<file path="src/rtl/vending_controller_multi.sv">
// Multi-item vending controller: coin credit, programmable price table, greedy change FSM.
// Optional per-item stock counters enabled by defining VEND_STOCK_EN.
module vending_controller_multi #(
  parameter int unsigned NUM_ITEMS     = 8,
  parameter int unsigned SEL_W         = 3,
  parameter int unsigned CREDIT_W      = 9,
  parameter int unsigned MAX_CREDIT    = 300,
  parameter int unsigned DEFAULT_PRICE = 100,
  parameter int unsigned STOCK_W       = 4,
  parameter int unsigned INIT_STOCK    = 10
) (
  input  logic                clock,
  input  logic                reset,
  input  logic                coin_valid,
  input  logic [1:0]          coin_type,
  output logic                coin_reject,
  input  logic                select_valid,
  input  logic [SEL_W-1:0]    select,
  input  logic                cancel,
  input  logic                price_wr,
  input  logic [SEL_W-1:0]    price_addr,
  input  logic [CREDIT_W-1:0] price_data,
  input  logic                stock_wr,
  input  logic [STOCK_W-1:0]  stock_data,
  output logic [CREDIT_W-1:0] credit,
  output logic                busy,
  output logic                item_valid,
  output logic [SEL_W-1:0]    item_id,
  output logic                status_valid,
  output logic [1:0]          status_code,
  output logic                chg_valid,
  output logic [1:0]          chg_type
);

  localparam int unsigned DEPTH     = 1 << SEL_W;
  localparam int unsigned SEL_W1    = SEL_W + 1;
  localparam int unsigned CREDIT_W1 = CREDIT_W + 1;
  localparam logic [SEL_W:0]    ITEMS_L = SEL_W1'(NUM_ITEMS);
  localparam logic [CREDIT_W:0] MAX_L   = CREDIT_W1'(MAX_CREDIT);

  typedef enum logic [1:0] {IDLE, VEND, CHANGE} state_t;

  state_t              state, state_d;
  logic [CREDIT_W-1:0] remain, remain_d, credit_d;
  logic [CREDIT_W-1:0] price [DEPTH];
  logic [CREDIT_W-1:0] sel_price, emit_amt;
  logic [CREDIT_W:0]   coin_sum;
  logic                coin_reject_d, item_valid_d, status_valid_d, chg_valid_d;
  logic [SEL_W-1:0]    item_id_d;
  logic [1:0]          status_code_d, chg_type_d;
  logic                sel_in_range, wr_in_range, sold_out, vend_ok, emit, price_we;

  function automatic logic [CREDIT_W-1:0] coin_value(input logic [1:0] t);
    logic [CREDIT_W-1:0] v;
    case (t)
      2'd0:    v = CREDIT_W'(5);
      2'd1:    v = CREDIT_W'(10);
      2'd2:    v = CREDIT_W'(25);
      default: v = CREDIT_W'(100);
    endcase
    return v;
  endfunction

  // Largest coin not exceeding the amount still owed.
  function automatic logic [1:0] pick_coin(input logic [CREDIT_W-1:0] amt);
    logic [1:0] t;
    if (amt >= CREDIT_W'(100))     t = 2'd3;
    else if (amt >= CREDIT_W'(25)) t = 2'd2;
    else if (amt >= CREDIT_W'(10)) t = 2'd1;
    else                           t = 2'd0;
    return t;
  endfunction

  function automatic logic [CREDIT_W-1:0] pay_out(input logic [CREDIT_W-1:0] amt,
                                                  input logic [1:0] t);
    return (amt > coin_value(t)) ? amt - coin_value(t) : '0;
  endfunction

  assign sel_in_range = {1'b0, select} < ITEMS_L;
  assign wr_in_range  = {1'b0, price_addr} < ITEMS_L;
  assign sel_price    = price[select];
  assign coin_sum     = {1'b0, credit} + {1'b0, coin_value(coin_type)};
  assign price_we     = (state == IDLE) && price_wr && wr_in_range;

`ifdef VEND_STOCK_EN
  logic [STOCK_W-1:0] stock [DEPTH];

  assign sold_out = (stock[select] == '0);

  // Explicit load wins over a same-cycle decrement; an empty counter never wraps.
  always_ff @(posedge clock) begin
    if (reset) begin
      for (int unsigned i = 0; i < DEPTH; i++) stock[i] <= STOCK_W'(INIT_STOCK);
    end else if ((state == IDLE) && stock_wr && wr_in_range) begin
      stock[price_addr] <= stock_data;
    end else if (vend_ok && (stock[select] != '0)) begin
      stock[select] <= stock[select] - STOCK_W'(1);
    end
  end
`else
  localparam int unsigned unused_init_stock = INIT_STOCK;
  logic unused_stock;
  assign sold_out     = 1'b0;
  assign unused_stock = ^{stock_wr, stock_data, vend_ok};
`endif

  always_ff @(posedge clock) begin
    if (reset) begin
      for (int unsigned i = 0; i < DEPTH; i++) price[i] <= CREDIT_W'(DEFAULT_PRICE);
    end else if (price_we) begin
      price[price_addr] <= price_data;
    end
  end

  always_ff @(posedge clock) begin
    if (reset) begin
      state        <= IDLE;
      credit       <= '0;
      remain       <= '0;
      busy         <= 1'b0;
      coin_reject  <= 1'b0;
      item_valid   <= 1'b0;
      item_id      <= '0;
      status_valid <= 1'b0;
      status_code  <= '0;
      chg_valid    <= 1'b0;
      chg_type     <= '0;
    end else begin
      state        <= state_d;
      credit       <= credit_d;
      remain       <= remain_d;
      busy         <= (state_d != IDLE);
      coin_reject  <= coin_reject_d;
      item_valid   <= item_valid_d;
      item_id      <= item_id_d;
      status_valid <= status_valid_d;
      status_code  <= status_code_d;
      chg_valid    <= chg_valid_d;
      chg_type     <= chg_type_d;
    end
  end

  // Next state: IDLE priority cancel > select > coin; each change coin is issued on entering its cycle.
  always_comb begin
    state_d        = state;
    credit_d       = credit;
    remain_d       = remain;
    coin_reject_d  = 1'b0;
    item_valid_d   = 1'b0;
    item_id_d      = item_id;
    status_valid_d = 1'b0;
    status_code_d  = status_code;
    chg_valid_d    = 1'b0;
    chg_type_d     = chg_type;
    vend_ok        = 1'b0;
    emit           = 1'b0;
    emit_amt       = remain;
    case (state)
      IDLE: begin
        if (cancel) begin
          coin_reject_d = coin_valid;
          if (credit != '0) begin
            emit     = 1'b1;
            emit_amt = credit;
            credit_d = '0;
            state_d  = CHANGE;
          end
        end else if (select_valid) begin
          coin_reject_d  = coin_valid;
          status_valid_d = 1'b1;
          if (!sel_in_range)          status_code_d = 2'd2;
          else if (sold_out)          status_code_d = 2'd3;
          else if (credit < sel_price) status_code_d = 2'd1;
          else begin
            status_code_d = 2'd0;
            vend_ok       = 1'b1;
            item_valid_d  = 1'b1;
            item_id_d     = select;
            remain_d      = credit - sel_price;
            credit_d      = '0;
            state_d       = VEND;
          end
        end else if (coin_valid) begin
          if (coin_sum <= MAX_L) credit_d = coin_sum[CREDIT_W-1:0];
          else                   coin_reject_d = 1'b1;
        end
      end
      VEND: begin
        coin_reject_d = coin_valid;
        if (remain != '0) begin
          emit    = 1'b1;
          state_d = CHANGE;
        end else begin
          state_d = IDLE;
        end
      end
      CHANGE: begin
        coin_reject_d = coin_valid;
        if (remain != '0) emit = 1'b1;
        else              state_d = IDLE;
      end
      default: state_d = IDLE;
    endcase
    if (emit) begin
      chg_valid_d = 1'b1;
      chg_type_d  = pick_coin(emit_amt);
      remain_d    = pay_out(emit_amt, chg_type_d);
    end
  end

endmodule

</file>
<file path="config.mk">
export PLATFORM = sky130hd
export DESIGN_NAME = vending_controller_multi
export DESIGN_NICKNAME = d
export VERILOG_FILES = /design/src/rtl/vending_controller_multi.sv
export SDC_FILE = /design/constraint.sdc
export NUM_CORES = 1
export LEC_CHECK = 0
export ABC_CLOCK_PERIOD_IN_PS = 3600
export BUFFER_PORTS_ARGS = -buffer_cell sky130_fd_sc_hd__buf_2
export CAP_MARGIN = 20
export CORE_ASPECT_RATIO = 0.8
export CORE_MARGIN = 2
export CORE_UTILIZATION = 45
export CTS_CLUSTER_DIAMETER = 60
export DETAILED_ROUTE_END_ITERATION = 10
export PLACE_DENSITY = 0.65
export SLEW_MARGIN = 20
export SYNTH_ARGS = -nofsm -noshare
export SYNTH_HDL_FRONTEND = slang
export SYNTH_SLANG_ARGS = --single-unit
</file>
<file path="constraint.sdc">
create_clock -name clock -period 3.6 [get_ports clock]
set_input_delay 0.18 -clock clock [delete_from_list [all_inputs] [get_ports clock]]
set_output_delay 0.18 -clock clock [all_outputs]
set_load 0.02 [all_outputs]
</file>
==> results of run 1 <==
==> state kept, by name (all words and copies together), names as in the netlist <==
signal,flops
busy,1
chg_type,2
chg_valid,1
coin_reject,1
credit,9
item_id,3
item_valid,1
price,72
remain,9
state,2
status_code,1
status_valid,1
==> logic make-up after synthesis <==
family | count (synthesis) | synth area share (%)
simple gates | 196 | 17.43
flops | 103 | 44.45
other cells | 1 | 0.05991
fa+ha+maj | 34 | 7.036
compound gates | 133 | 15.43
mux | 38 | 9.754
buf+inv | 53 | 3.878
xor+xnor | 14 | 1.959
==> per-layer routing <==
metal	global-route usage (%)	wire length [µm]
met1	31.36	7599
met2	35.93	7411
met3	3.827	852
met4	6.399	206
met5	0	0
==> final cells by class <==
class	count	area, µm²
multi-input combinational	416	3467
sequential	103	2788
fill	1196	5979
inverter	26	97.59
timing repair buffer	111	752.0
clock buffer	9	225.2
tap	180	225.2
clock inverter	7	63.81
==> stage by stage <==
stage | setup WS, ns | instance area [µm²] | setup TNS, ns
finish | -0.1721 | 7619 | -1.008
global route | -0.2901 | 7619 | -2.124
CTS | -0.1366 | 7562 | -0.7481
detailed placement | -0.2781 | 7144 | -1.777
global placement | -0.1511 | 7144 | -0.6125
floorplan | -0.08053 | 6390 | -0.1411
==> repair_timing <==
action | 4_1_cts | 5_1_grt
resized for setup | 17 | 8
hold buffers | 0 | 0
setup endpoints to repair | 9 | 9
buffers inserted | 4 | 3
pin swaps | 14 | 15
==> placed cells by master, fill, tap and decap left out, types with 9 or more instances in the layout <==
master	count
clkbuf_16	9
inv_1	23
dfxtp_1	27
buf_4	65
nand2_1	16
ha_1	26
mux4_2	18
buf_2	42
nand2b_1	11
nor3_1	20
and2_1	51
a21oi_1	25
mux2i_1	11
o21ai_0	26
or3_1	20
edfxtp_1	72
nor2_1	39
==> power groups by stage <==
stage	combinational [µW]	sequential [µW]	clock, µW
2_1_floorplan	1620	1460	0
3_3_place_gp	2430	1440	0
3_5_place_dp	2490	1440	0
4_1_cts	2680	1420	973
5_1_grt	2980	1430	1010
6_report	2770	1420	957
==> worst register-to-register path: stages (launching register included) <==
cell and delay, ns:
dfxtp_2 0.33, inv_2 0.08, ha_4 0.15, nand2_4 0.05, a31oi_4 0.22, buf_6 0.20
mux2i_4 0.29, a211oi_2 0.08, nor3_4 0.23, inv_1 0.12, ha_4 0.30, inv_1 0.04
ha_1 0.31, buf_4 0.17, o21ai_0 0.15, a41oi_1 0.08, o21ai_0 0.26, nand2b_1 0.11
xnor2_1 0.31, o32ai_1 0.15
==> how the worst min path moves through the flow <==
stage | from | endpoint | slack [ns] | depth (start not counted)
2_1_floorplan | price_data[2] | price[0][2] | 0.36 | 1
4_1_cts | select_valid | coin_reject | 0.15 | 3
3_3_place_gp | item_id[2] | item_id[2] | 0.48 | 2
3_5_place_dp | item_id[2] | item_id[2] | 0.49 | 2
5_1_grt | select_valid | coin_reject | 0.16 | 3
6_report | select_valid | coin_reject | 0.16 | 3
==> out/qor.txt, run 1 <==
clk root buf: clkbuf_16
total detailed-routing wirelength: 16070 µm
Yosys cell types: 76
synth warn: 0
Layout Utilization: 56.03%
WP data required: 3.81 ns
# DRC: 0
final setup violation count: 9
Hold Crit Class: input pin to flop
Final Hold Violating Endpoints: 0
delay-heaviest family, CP: compound AO/OA/AOI/OAI gates
Cell Rows: 38
Worst path slowest cell: dfxtp_2
synth cell count leaders: edfxtp_1, and2_1, nor2_1
Power Total: 5147 µW
Longest Clk Path Bufs: 2
clock period minus worst slack: 3.772 ns
Worst Path Max Fanout: 5
r2r setup slk: -0.17 ns
CTS tree: done
Cell Pwr Density: 675.5 nW/µm²
Clk Latency, worst-skew pair: 0.36 ns
global-route wire length before repair: 25230 µm
# diodes: 0
Placer Congestion: 0.8532
grt ovf: 0
violated checks: setup timing
Gate power share: 53.8%
R2R depth: 19
Worst path max stage delay: 0.33 ns
Final Slew Violations: 0
CP bufs+invs: 5
Worst Max-Slew Pin Slew: 0.7223 ns
Cell Area, Synth: 6260 µm²
layout cells sized above 1: 29.76%
buffers added on ports: 42
# nets final: 729
Core ar.: 13600 µm²
Sw Pwr: 2025 µW
clk slew on worst S/H paths: 0.07 ns
critical path launch point type: flop
Yosys top cell by area: edfxtp_1
DP HPWL: 11860 µm
sequential fraction of design power: 27.6%
die area: 14880 µm²
#FFs+latches synth: 103
crit-path cells: inv_2 > ha_4 > nand2_4 > a31oi_4 > buf_6 > mux2i_4 > a211oi_2 > nor3_4 > inv_1 > ha_4 > inv_1 > ha_1 > buf_4 > o21ai_0 > a41oi_1 > o21ai_0 > nand2b_1 > xnor2_1 > o32ai_1
Die X-Extent: 135.9 µm
CP endpoint: remain[5]
DIE HEIGHT: 109.5 µm
Critical Path Source: state[1]
top-level I/O count: 49
min setup slack post-route: -0.1721 ns
EDFF count, synth: 72
unrepaired setup endpoints after global routing: true
H-tree depth: 3
DR vias: 4933
DR WL/cell: 18.86 µm
vias in the first global route: 4804
Yosys top cell area share: 34.54%
critical path type: flop to flop
dominant cells by area after synthesis: edfxtp_1, dfxtp_1, mux4_2
Crit path arrival time: 3.99 ns
Mapped Nets: 634
Pint: 3122 µW
Finished Layout Cells: 852
hold slack: 0.1551 ns
Seq/Total Area, Yosys: 44.45%
run status: finished, violations left
FFs w/ async S/R, synth: 0%
Total GRT Usage: 22.34%
largest net degree at the start of global routing: 27
Vias/cell: 5.790
nature of the critical path endpoint: flop
MaxCap Viol Count: 0
most frequent cell after synthesis: edfxtp_1
P&R area growth vs syn: 21.71%
initial antenna violation count: 0
FMAX: 265.1 MHz
Max transition margin: 51.34%
peak supply drop: 0.0004132 V
initial detailed-routing violation count: 483
detailed-router iteration count before antenna repair: 5
worst r2r dst: remain[5]
leakage: 0.003011 µW
Num CTS Buffers: 9
sw frac: 39.34%
placed cell count: 829
Synth Flop Type: edfxtp_1
Mapped Cells: 572
cell depth of the worst setup path: 19
reg-to-reg startpoint: state[1]
antenna viol nets, final: 0
clock share of power: 18.6%
period utilization: 104.8%
Mean Syn Cell Area: 10.94 µm²
CTS sink cnt: 103
skew final: 0.01160 ns
Starting Density: 46.03%
Power figures use the tool's default switching activity.
==> run 2, diff against run 1 <==
Settings changed: CORE_UTILIZATION 45 to 50, HOLD_SLACK_MARGIN set to 0.15, PLACE_DENSITY 0.65 to 0.71, SETUP_SLACK_MARGIN set to 0.02.
==> out/qor.txt, run 2 (synthesized netlist as in run 1, its figures left out) <==
run status: finished, violations left
violated checks: setup timing
Clk Latency, worst-skew pair: 0.35 ns
Layout Utilization: 63.44%
min setup slack post-route: -0.2214 ns
nature of the critical path endpoint: flop
# nets final: 728
DR vias: 4987
DP HPWL: 11590 µm
buffers added on ports: 42
global-route wire length before repair: 26300 µm
vias in the first global route: 5070
Critical Path Source: credit[1]
antenna viol nets, final: 0
MaxCap Viol Count: 0
period utilization: 106.1%
# DRC: 0
Worst path max stage delay: 0.34 ns
Core ar.: 12210 µm²
clk slew on worst S/H paths: 0.07 ns
Crit path arrival time: 4.07 ns
Starting Density: 51.28%
FMAX: 261.7 MHz
commonest cells after routing, fill and taps aside: edfxtp_1, buf_4, and2_1
WP data required: 3.85 ns
initial antenna violation count: 0
total detailed-routing wirelength: 16480 µm
Cell Rows: 36
Final Cell Area: 7744 µm²
clk root buf: clkbuf_16
most common cell after layout, fill and taps aside: edfxtp_1
CTS tree: done
final setup violation count: 9
Max transition margin: 54.74%
critical path launch point type: flop
Worst Path Max Fanout: 7
skew final: 0.007794 ns
Worst path slowest cell: dfxtp_2
top-level I/O count: 49
hold wc startpoint: select_valid
reg-to-reg startpoint: credit[1]
Longest Clk Path Bufs: 2
initial detailed-routing violation count: 425
Die X-Extent: 129.1 µm
P&R area growth vs syn: 23.71%
layout cells sized above 1: 31.89%
peak supply drop: 0.0005778 V
DR WL/cell: 19.57 µm
Largest Register: price
worst r2r dst: remain[8]
clock period minus worst slack: 3.821 ns
Placer Congestion: 0.9116
DIE HEIGHT: 104.1 µm
grt ovf: 0
max reg flops: 72
R2R depth: 18
detailed-router iteration count before antenna repair: 5
crit-path cells: nor4_4 > a31oi_4 > buf_12 > mux2_4 > a211oi_4 > nor3_4 > a21boi_4 > ha_4 > inv_1 > ha_4 > nand4_1 > nor3_1 > o211ai_1 > mux2i_1 > a211oi_4 > buf_6 > o221ai_2 > o21ba_4
Worst Max-Slew Pin Slew: 0.6718 ns
r2r setup slk: -0.22 ns
Final Hold Violating Endpoints: 0
H-tree depth: 3
Post-Place Cell Area: 7108 µm²
critical path type: flop to flop
leakage: 0.003052 µW
largest net degree at the start of global routing: 27
die area: 13440 µm²
largest registers: price (72), credit (9), remain (9)
Total GRT Usage: 25.38%
Vias/cell: 5.923
CTS sink cnt: 103
unrepaired setup endpoints after global routing: true
Num CTS Buffers: 9
# diodes: 0
Final Slew Violations: 0
Cell Pwr Density: 730.8 nW/µm²
Hold Crit Class: input pin to flop
CP endpoint: remain[8]
run 2: layout make-up:
type                       count  area [µm²]
fill                         926        4463
clock inverter                 7       66.31
multi-input combinational    416        3585
timing repair buffer         110       768.2
sequential                   103        2785
inverter                      26       100.1
tap                          171       214.0
clock buffer                   9       225.2
run 2: worst min path at each step:
stage          slack [ns]          end  depth (start not counted)
2_1_floorplan        0.36  price[0][2]                          1
3_3_place_gp         0.48   item_id[2]                          2
3_5_place_dp         0.49   item_id[0]                          2
6_report             0.16  coin_reject                          3
4_1_cts              0.16  coin_reject                          3
5_1_grt              0.19  coin_reject                          3
run 2: what timing repair did:
action                     4_1_cts  5_1_grt
hold buffers                     0        0
setup buffers                   12        2
setup endpoints to repair        9        9
pin swaps                       22        3
gates resized for setup         39       12
run 2: worst max-delay path, delay by kind of cell, from the launching register on:
kind	cells	cell delay (ns)
AO/OA/AOI/OAI	7	1.15
AND/OR/NAND/NOR	4	0.79
multiplexers	2	0.59
adder cells (fa/ha/maj)	2	0.44
buffers and inverters	3	0.39
flip-flops	1	0.34
run 2: per-layer routing:
layer	share of wire, %	GRT usage (%)
met2	46	39.95
met5	0	0
met4	1.9	7.997
met1	47	35.79
met3	5.3	4.578
run 2: power breakdown:
group | total (µW) | switching [µW] | internal [µW]
Clock | 967 | 482 | 486
Sequential | 1430 | 70.4 | 1350
Combinational | 3270 | 1740 | 1530
run 2: metrics by stage:
stage	cells	total power [µW]	TNS (ns)	hold slack (ns)	setup WS, ns
after floorplan	572	3082	-0.1411	0.3578	-0.08053
after global placement	815	3873	-0.9158	0.4759	-0.1795
after detailed placement	815	3940	-1.775	0.4851	-0.2905
after CTS	840	5398	-0.3972	0.1565	-0.1042
after global routing	842	5926	-2.519	0.1882	-0.3464
final	842	5659	-1.373	0.1602	-0.2214
==> run 3, diff against run 2 <==
Settings changed: GPL_TIMING_DRIVEN set to 0.
==> out/qor.txt, run 3 (synthesized netlist as in run 1, its figures left out) <==
Pint: 3177 µW
Gate power share: 55.4%
Sw Pwr: 2145 µW
Hold Crit Class: input pin to flop
sequential fraction of design power: 26.9%
Largest Register: price
Final Slew Violations: 0
run status: finished, violations left
Worst Max-Slew Pin Slew: 0.9415 ns
Worst Path Max Fanout: 8
Max transition margin: 36.81%
Finished Layout Cells: 829
DIE HEIGHT: 104.1 µm
CTS sink cnt: 103
critical path type: flop to flop
# diodes: 0
Clk Latency, worst-skew pair: 0.35 ns
Layout Utilization: 62.14%
hold slack: 0.1639 ns
DR vias: 4999
Core ar.: 12210 µm²
Worst path max stage delay: 0.36 ns
Final Hold Violating Endpoints: 0
most common cell after layout, fill and taps aside: edfxtp_1
skew final: 0.01445 ns
unrepaired setup endpoints after global routing: true
Cell Rows: 36
initial detailed-routing violation count: 407
max reg flops: 72
CTS tree: done
total detailed-routing wirelength: 16230 µm
die area: 13440 µm²
Die X-Extent: 129.1 µm
P&R area growth vs syn: 21.17%
WP data required: 3.85 ns
sw frac: 40.30%
Crit path arrival time: 4.11 ns
Placer Congestion: 0.8863
clock share of power: 17.7%
commonest cells after routing, fill and taps aside: edfxtp_1, and2_1, nor2_1, buf_2, buf_4
DR WL/cell: 19.58 µm
buffers added on ports: 38
nature of the critical path endpoint: flop
period utilization: 107.3%
grt ovf: 0
Fill cells: 953
FMAX: 258.8 MHz
Starting Density: 51.28%
H-tree depth: 3
critical path launch point type: flop
Worst path slowest cell: dfxtp_4
detailed-router iteration count before antenna repair: 5
global-route wire length before repair: 25480 µm
layout cells sized above 1: 29.94%
Post-Place Cell Area: 6817 µm²
placed cell count: 784
MaxCap Viol Count: 0
Final Cell Area: 7585 µm²
critical path's most frequent cell: ha_4
peak supply drop: 0.0006337 V
Total GRT Usage: 24.81%
largest net degree at the start of global routing: 19
min setup slack post-route: -0.2645 ns
# nets final: 715
Num CTS Buffers: 9
vias in the first global route: 4905
violated checks: setup timing
leakage: 0.002931 µW
top-level I/O count: 49
initial antenna violation count: 0
antenna viol nets, final: 0
# DRC: 0
Cell Pwr Density: 701.7 nW/µm²
clk root buf: clkbuf_16
clock period minus worst slack: 3.865 ns
clk slew on worst S/H paths: 0.07 ns
Power Total: 5322 µW
final setup violation count: 9
crit-path cells: inv_4 > ha_4 > buf_6 > nand2_4 > a31oi_4 > buf_12 > mux2i_4 > nand3_2 > a31oi_4 > a21boi_4 > ha_4 > ha_4 > nand4_1 > nor3_2 > o211ai_1 > mux2i_1 > a211oi_4 > buf_6 > o221ai_2 > o21ba_2
Vias/cell: 6.030
Longest Clk Path Bufs: 2
largest registers: price (72), credit (9), remain (9)
DP HPWL: 11430 µm
## run 3: cell count changes in the layout (fill, tap and decap cells not counted), moves of 3 or more
cell	delta
buf_4	-24
clkbuf_1	+12
dfxtp_1	-8
dfxtp_2	+6
o21ai_0	-6
o21ai_1	+6
clkbuf_2	+4
buf_2	-3
## run 3: path summary, 6_finish.rpt
check / start / to / slack, ns / cells past startpoint
worst max-delay path: state[1] / remain[8] / -0.26 / 20
worst min-delay path: select_valid / coin_reject / 0.16 / 3
worst max register to register: state[1] / remain[8] / -0.26 / 20
worst min register to register: item_id[0] / item_id[0] / 0.51 / 2
## run 3: worst max-delay path, delay by kind of cell, from the launching register on
| kind | cells | cell delay (ns) |
|---|---|---|
| adder cells (fa/ha/maj) | 3 | 0.64 |
| AND/OR/NAND/NOR | 4 | 0.59 |
| flip-flops | 1 | 0.36 |
| AO/OA/AOI/OAI | 7 | 1.08 |
| multiplexers | 2 | 0.59 |
| buffers and inverters | 4 | 0.49 |
## run 3: per-layer routing
metal	track usage, %	up-vias	part of all wire (%)
met4	7.298	0	1.8
met2	38.17	226	45
met3	4.321	28	8.2
met1	36.11	2436	45
li1	-	2309	-
met5	0	-	0
## run 3: cell type report
cell class / count / area (µm²) / share of cell area [%]
Sequential cell: 103 / 2800 / 36.92
Clock inverter: 5 / 50.05 / 0.6598
Buffer: 24 / 142.6 / 1.881
Multi-Input combinational cell: 416 / 3585 / 47.26
Clock buffer: 11 / 232.7 / 3.068
Timing Repair Buffer: 73 / 460.4 / 6.071
Inverter: 26 / 100.1 / 1.320
Tap cell: 171 / 214.0 / 2.821
## run 3: what timing repair did
action                                  CTS  global route
endpoints found under the setup margin   16            21
hold buffers                              0             0
resized for setup                        47            15
pin swaps                                20            10
setup buffers                            27             5
## run 3: power by group through the flow
stage          logic (µW)  clock network, µW  registers, µW
3_5_place_dp         2130                  0           1450
2_1_floorplan        1620                  0           1460
5_1_grt              3150                997           1440
3_3_place_gp         2080                  0           1440
4_1_cts              2690                948           1430
6_report             2950                944           1430
## run 3: stage by stage
stage               setup WS, ns  TNS [ns]
floorplan               -0.08053   -0.1411
global placement         -0.5770    -8.128
detailed placement       -0.6468    -9.934
CTS                      -0.2621    -1.202
global route             -0.4170    -3.206
finish                   -0.2645    -1.905
